--- src/rtl/seg7_scan_driver.sv ---
// seg7_scan_driver: time-multiplexed 7-segment driver with tear-free frame update, blanking, PWM and dead time.
// Define SEG7_DP_EN to drive the decimal point from dp_mask; otherwise dp stays high.
module seg7_scan_driver #(
    parameter int DIGITS    = 8,
    parameter int SCAN_LOG2 = 17,
    parameter int PWM_BITS  = 3
) (
    input  logic                clk,
    input  logic                rst,
    input  logic [4*DIGITS-1:0] data,
    input  logic                load,
    input  logic [DIGITS-1:0]   digit_en,
    input  logic                blank_lz,
    input  logic [PWM_BITS-1:0] bright,
    input  logic [DIGITS-1:0]   dp_mask,
    output logic [6:0]          a2g,
    output logic [DIGITS-1:0]   an,
    output logic                dp
);
    localparam int IW = DIGITS > 1 ? $clog2(DIGITS) : 1;
    localparam logic [6:0] HEX [16] = '{7'h40, 7'h79, 7'h24, 7'h30, 7'h19, 7'h12, 7'h02, 7'h78,
                                        7'h00, 7'h10, 7'h08, 7'h03, 7'h46, 7'h21, 7'h06, 7'h0E};

    logic [SCAN_LOG2-1:0] cnt_q, cnt_d;
    logic [IW-1:0]        idx_q, idx_d;
    logic [4*DIGITS-1:0]  pend_q, pend_d, shad_q, shad_d;
    logic [6:0]           a2g_d;
    logic [DIGITS-1:0]    an_d;
    logic [3:0]           nib;
    logic                 frame_end, lit, blank, lz, dp_d;

    always_comb begin
        lz = 1'b1;
        blank = 1'b0;
        // lz accumulates "all nibbles from i upward are zero"; digit 0 is never blanked
        for (int i = DIGITS - 1; i > 0; i--) begin
            lz = lz && shad_q[4*i +: 4] == 4'h0;
            if (IW'(i) == idx_q) blank = blank_lz && lz;
        end
        nib = 4'(shad_q >> {idx_q, 2'b00});
        frame_end = &cnt_q && idx_q == IW'(DIGITS - 1);
        cnt_d = cnt_q + 1'b1;
        idx_d = &cnt_q ? (idx_q == IW'(DIGITS - 1) ? '0 : idx_q + 1'b1) : idx_q;
        pend_d = load ? data : pend_q;
        shad_d = frame_end ? pend_q : shad_q;
        lit = digit_en[idx_q] && cnt_q != '0 && cnt_q[SCAN_LOG2-1 -: PWM_BITS] <= bright && !blank;
        an_d = lit ? ~(DIGITS'(1) << idx_q) : '1;
        a2g_d = lit ? HEX[nib] : 7'h7F;
    end

`ifdef SEG7_DP_EN
    logic [DIGITS-1:0] pdp_q, sdp_q;

    assign dp_d = ~(lit && sdp_q[idx_q]);

    always_ff @(posedge clk) begin
        if (rst) begin
            pdp_q <= '0;
            sdp_q <= '0;
        end else begin
            pdp_q <= load ? dp_mask : pdp_q;
            sdp_q <= frame_end ? pdp_q : sdp_q;
        end
    end
`else
    logic unused_dp_mask;

    assign unused_dp_mask = ^dp_mask;
    assign dp_d = 1'b1;
`endif

    always_ff @(posedge clk) begin
        if (rst) begin
            cnt_q  <= '0;
            idx_q  <= '0;
            pend_q <= '0;
            shad_q <= '0;
            a2g    <= 7'h7F;
            an     <= '1;
            dp     <= 1'b1;
        end else begin
            cnt_q  <= cnt_d;
            idx_q  <= idx_d;
            pend_q <= pend_d;
            shad_q <= shad_d;
            a2g    <= a2g_d;
            an     <= an_d;
            dp     <= dp_d;
        end
    end
endmodule

--- config.mk ---
export PLATFORM = sky130hd
export DESIGN_NAME = seg7_scan_driver
export DESIGN_NICKNAME = d
export VERILOG_FILES = /design/src/rtl/seg7_scan_driver.sv
export SDC_FILE = /design/constraint.sdc
export NUM_CORES = 1
export LEC_CHECK = 0
export CAP_MARGIN = 30
export CORE_UTILIZATION = 35
export DETAILED_ROUTE_END_ITERATION = 10
export PLACE_DENSITY = 0.67
export SLEW_MARGIN = 20
export SYNTH_ARGS = -nofsm -noshare
export SYNTH_HDL_FRONTEND = slang
export SYNTH_SLANG_ARGS = --single-unit
--- constraint.sdc ---
create_clock -name clk -period 3 [get_ports clk]
set_input_delay 0.6 -clock clk [delete_from_list [all_inputs] [get_ports clk]]
set_output_delay 0.6 -clock clk [all_outputs]
set_load 0.02 [all_outputs]
==> results.toml, run 1 <==
[job]
drv_cap = 0

[clock_network]
path_clk_slew_ps = 70
htree_levels = 3
postCtsResizedCells = 0
cts_made_buffers = 9
ctsHoldBuffers = 0
clk_path_buf_depth = 2
tritoncts = "built"
post-cts-setup-buffers = 0
clk_latency_ps = 350
clkSinkCount = 99
cts-root-buf = "clkbuf_16"

[grt]
antenna_found_initial = 0
grt_pass1_vias = 3361
grt.overflow.total = 0
grt_usage = 0.149
grt_max_degree = 85
grt_pass1_wl_mm = 15.4

[setup_path]
path_cells = "mux4_1 -> mux2i_1 -> inv_1 -> ha_1 -> mux2_2 -> nand2_1 -> o2111ai_1"
cp_slowest_cell = "mux4_1"
startpoint_type = "register"
path_class = "register to register"
r2r-start = "idx_q[0]$_SDFFE_PP0P_"
required_ps = 3190
cp_top_family = "multiplexers"
r2r_slack_ps = 300
path_max_fanout = 9
worstPathArrival_ps = 2890
path_buf_inv = 1
cp-end-kind = "register"
reg2regPathDepth = 7
r2r-end = "a2g[5]$_SDFF_PP1_"
slowest_delay_ps = 640

[synth]
synthCells = 471
synth_flop_cell = "dfxtp_1"
yosysWarnings = 0
seq_area_frac_synth = 0.446
synth_nets = 544
synth_cell_type_count = 49
yosys_register_bits = 99
synth_area_um2 = 4440
synth.avg_cell_area_um2 = 9.43
async_reset_ff_frac = 0
synth_enable_flop_cells = 0

[die]
core_um2 = 12200
start_util = 0.364
die_height_um = 115
fp-row-count = 40
io_pins = 71
die_area_um2 = 13100
chipWidth_um = 115

[power_and_ir_drop]
clockPowerShare = 0.409
p_leak_nw = 2.09
p_sw_frac = 0.221
seqPwrFrac = 0.522
ir_worst_vdd_uv = 275
total_power_mw = 2.62
p_sw_mw = 0.580
p_int_mw = 2.04
comb_power_share = 0.069
power_density_nw_per_um2 = 484

[sta]
layout_min_cycle_time_ps = 2700
slew_headroom = 0.384
final.setup.tns_ps = 0
worstMarginPinSlew_ps = 923
post-route-period-util = 0.901
max_freq_ghz = 0.370
setup_viol = 0
finalHoldViolCount = 0
slew_violations = 0
rsz0062_at_grt = "no"
fin_skew_ps = 7.79

[route]
route.detailed.drc = 0
viasPerCell = 4.86
ant_nets = 0
drt_iter0_drc = 117
detail_route.wl_per_cell_um = 13.1
firstDrtPassIters = 4
vias = 3360
drt_wl_total_mm = 9.04

[layout]
synthToLayoutAreaGrowth_pct = 22.1
final_nets = 593
seq_area_um2 = 1980
final_cell_mix = "dfxtp_1, nand2_1, clkdlybuf4s50_1"
drive_above_1_share = 0.0687
insertedDiodeCount = 0
multiInputGateArea_um2 = 2260
final_common_cell = "dfxtp_1"
fillers = 1222

[placed_design]
io_buffers = 61
routabilityCongestion = 0.752
dp_hpwl_mm = 6.58

[min_path]
holdPathStages = 2
worstHoldPathType = "register to register"
hold_end = "shad_q[21]$_SDFFE_PP0P_"
min_from = "pend_q[21]$_SDFFE_PP0P_"

[outcome]
status = "complete, no violations"
==> tightest hold or removal path, stage by stage (launching register included) <==
cell	delay [ps]
dfxtp_1	310
nand2_1	50
a21oi_1	50
==> cell usage after synthesis (6+ instances only) <==
cell type,n,share of area
mux2i_1,35,0.079
xnor2_1,6,0.012
dfxtp_1,99,0.45
clkbuf_1,16,0.014
xor2_1,7,0.014
ha_1,18,0.051
nor4_1,9,0.013
nand2_1,83,0.070
inv_1,12,0.010
nand3_1,10,0.011
nor2_1,55,0.047
nand4_1,9,0.013
a21oi_1,36,0.041
mux4_1,8,0.047
==> logic make-up after synthesis <==
family,Yosys count,synth area share
compound gates,57,0.0781
other cells,1,0.000845
buf+inv,42,0.0451
mux,51,0.158
flops,99,0.446
xor+xnor,13,0.0256
fa+ha+maj,18,0.0507
simple gates,190,0.196
==> area by class of cell <==
cell class	count	share of cell area
repair buffers	67	0.119
clock buffers	11	0.0448
well taps	168	0.0388
flip-flops and latches	99	0.366
inverters	13	0.00900
multi-input cells	330	0.416
clock inverters	4	0.00623
==> power groups by stage <==
stage | logic [mW] | clock network, mW | registers (mW)
2_1_floorplan | 0.0891 | 0 | 1.40
3_3_place_gp | 0.177 | 0 | 1.40
3_5_place_dp | 0.182 | 0 | 1.40
4_1_cts | 0.183 | 1.10 | 1.37
5_1_grt | 0.197 | 1.15 | 1.37
6_report | 0.180 | 1.07 | 1.37
==> flip-flops by register name, indices dropped and copies added (netlist names) <==
name and flops:
cnt_q 17, a2g 7, pend_q 32, an 8, idx_q 3, shad_q 32
==> stage by stage <==
stage / hold slack [ps] / std cells / setup slack [ps] / utilization / cell area [um2]
after CTS: 451 / 692 / 287 / 0.444 / 5420
after detailed placement: 448 / 677 / 340 / 0.421 / 5140
final: 449 / 692 / 298 / 0.444 / 5420
after global routing: 475 / 692 / 101 / 0.444 / 5420
after floorplan: 430 / 471 / 599 / - / 4440
after global placement: 442 / 677 / 389 / 0.421 / 5140
==> worst max-delay path by stage <==
stage / start / end / slack [ps] / depth (start not counted)
final: idx_q[0]$_SDFFE_PP0P_ / a2g[5]$_SDFF_PP1_ / 300 / 7
after global routing: idx_q[0]$_SDFFE_PP0P_ / a2g[5]$_SDFF_PP1_ / 100 / 7
after CTS: idx_q[0]$_SDFFE_PP0P_ / a2g[6]$_SDFF_PP1_ / 290 / 7
after detailed placement: idx_q[0]$_SDFFE_PP0P_ / a2g[6]$_SDFF_PP1_ / 340 / 7
after global placement: idx_q[0]$_SDFFE_PP0P_ / a2g[6]$_SDFF_PP1_ / 390 / 7
after floorplan: idx_q[0]$_SDFFE_PP0P_ / a2g[5]$_SDFF_PP1_ / 600 / 8
==> per-layer routing <==
metal	routed length, um	GRT usage	up-vias
met4	155	0.0615	0
met2	4240	0.250	66
met1	4150	0.176	1566
met5	0	0	-
li1	-	-	1715
met3	492	0.0450	13
(Power assumes the default switching activity.)
==> run 2, diff against run 1 <==
--- a/config.mk
+++ b/config.mk
@@ -9,7 +9,6 @@
 export CORE_UTILIZATION = 35
 export DETAILED_ROUTE_END_ITERATION = 10
 export PLACE_DENSITY = 0.67
-export SLEW_MARGIN = 20
 export SYNTH_ARGS = -nofsm -noshare
 export SYNTH_HDL_FRONTEND = slang
 export SYNTH_SLANG_ARGS = --single-unit
==> results of run 2 <==
The final DEF is identical to that of run 1; final timing and power are the same.
==> run 3, diff against run 2 <==
--- a/config.mk
+++ b/config.mk
@@ -6,6 +6,7 @@
 export NUM_CORES = 1
 export LEC_CHECK = 0
 export CAP_MARGIN = 30
+export CORE_ASPECT_RATIO = 0.8
 export CORE_UTILIZATION = 35
 export DETAILED_ROUTE_END_ITERATION = 10
 export PLACE_DENSITY = 0.67
==> results.toml, run 3 (synthesized netlist as in run 1, its figures left out) <==
[outcome]
status = "complete, no violations"

[layout]
final_util = 0.442
final_common_cell = "dfxtp_1"
multiInputGateArea_um2 = 2260
top_regs = "pend_q (32), shad_q (32), cnt_q (17)"
final_cell_mix = "dfxtp_1, nand2_1, clkdlybuf4s50_1"
synthToLayoutAreaGrowth_pct = 21.9
seq_area_um2 = 1980
insertedDiodeCount = 0
drive_above_1_share = 0.0649
final_nets = 593
stdcell_count = 695
fillers = 1188

[route]
viasPerCell = 4.98
drt_wl_total_mm = 9.40
drt_iter0_drc = 176
ant_nets = 0
route.detailed.drc = 0
firstDrtPassIters = 5
vias = 3461
detail_route.wl_per_cell_um = 13.5

[placed_design]
dp_hpwl_mm = 6.91
io_buffers = 61
routabilityCongestion = 0.838
place_inst = 680

[setup_path]
required_ps = 3180
startpoint_type = "register"
path_cells = "mux4_1 -> mux2i_1 -> inv_1 -> ha_1 -> mux2_2 -> nand2_1 -> o2111ai_1"
path_buf_inv = 1
r2r-start = "idx_q[0]$_SDFFE_PP0P_"
path_class = "register to register"
cp_top_family = "multiplexers"
slowest_delay_ps = 600
path_max_fanout = 9
r2r_slack_ps = 330
cp-end-kind = "register"
cp_slowest_cell = "mux4_1"
r2r-end = "a2g[6]$_SDFF_PP1_"
reg2regPathDepth = 7
worstPathArrival_ps = 2850

[sta]
rsz0062_at_grt = "no"
final.setup.tns_ps = 0
post-route-period-util = 0.889
finalHoldViolCount = 0
layout_min_cycle_time_ps = 2670
fin_skew_ps = 8.60
slew_violations = 0
holdWs_ps = 453
max_freq_ghz = 0.375
slew_headroom = 0.369
worstMarginPinSlew_ps = 946
setup_viol = 0

[clock_network]
cts-root-buf = "clkbuf_16"
clkSinkCount = 99
tritoncts = "built"
path_clk_slew_ps = 60
clk_latency_ps = 350
post-cts-setup-buffers = 0
clk_path_buf_depth = 2
htree_levels = 3
cts_made_buffers = 9
postCtsResizedCells = 0
ctsHoldBuffers = 0

[min_path]
min_from = "pend_q[4]$_SDFFE_PP0P_"
hold_end = "shad_q[4]$_SDFFE_PP0P_"
worstHoldPathType = "register to register"
holdPathStages = 2

[power_and_ir_drop]
p_leak_nw = 2.09
power_density_nw_per_um2 = 478
total_power_mw = 2.59
ir_worst_vdd_uv = 332

[die]
die_height_um = 103
chipWidth_um = 128
start_util = 0.362
fp-row-count = 36
core_um2 = 12300
io_pins = 71
die_area_um2 = 13100

[grt]
grt_pass1_wl_mm = 15.9
grt_max_degree = 85
grt_usage = 0.157
antenna_found_initial = 0
grt_pass1_vias = 3387
grt.overflow.total = 0

[job]
drv_cap = 0
-- run 3: per-stage QoR --
stage / area [um2] / setup slack (ps)
after floorplan: 4440 / 599
after global placement: 5150 / 399
after detailed placement: 5150 / 337
after CTS: 5410 / 312
after global routing: 5410 / 116
final: 5410 / 332
-- run 3: worst max-delay path by stage --
stage                     startpoint                 to  slack [ps]  cells after the start
6_report       idx_q[0]$_SDFFE_PP0P_  a2g[6]$_SDFF_PP1_         330                      7
5_1_grt        idx_q[0]$_SDFFE_PP0P_  a2g[3]$_SDFF_PP1_         120                      8
4_1_cts        idx_q[0]$_SDFFE_PP0P_  a2g[5]$_SDFF_PP1_         310                      7
3_5_place_dp   idx_q[0]$_SDFFE_PP0P_  a2g[5]$_SDFF_PP1_         340                      7
3_3_place_gp               bright[1]  a2g[3]$_SDFF_PP1_         400                      9
2_1_floorplan  idx_q[0]$_SDFFE_PP0P_  a2g[5]$_SDFF_PP1_         600                      8
-- run 3: layout make-up --
type                       instances  area share
tap                              171      0.0395
inverter                          13     0.00902
timing repair buffer              67       0.119
clock buffer                      13      0.0463
sequential                        99       0.366
clock inverter                     2     0.00231
multi-input combinational        330       0.417
-- run 3: worst min-delay path, cell delays in order (launching register included) --
cell and delay, ps:
dfxtp_1 310, nand2_1 50, a21oi_1 50
-- run 3: where the power goes --
| part | switching [mW] | internal (mW) |
|---|---|---|
| combinational | 0.0778 | 0.105 |
| sequential | 0.0184 | 1.35 |
| clock | 0.457 | 0.579 |
| total | 0.553 | 2.03 |
-- run 3: per-layer routing --
metal	share of wire	vias up	routed length [um]	global-route usage
met1	0.47	1629	4410	0.196
met2	0.46	99	4360	0.262
met4	0.014	0	135	0.0588
li1	-	1720	-	-
met5	0	-	0	0
met3	0.053	13	497	0.0420
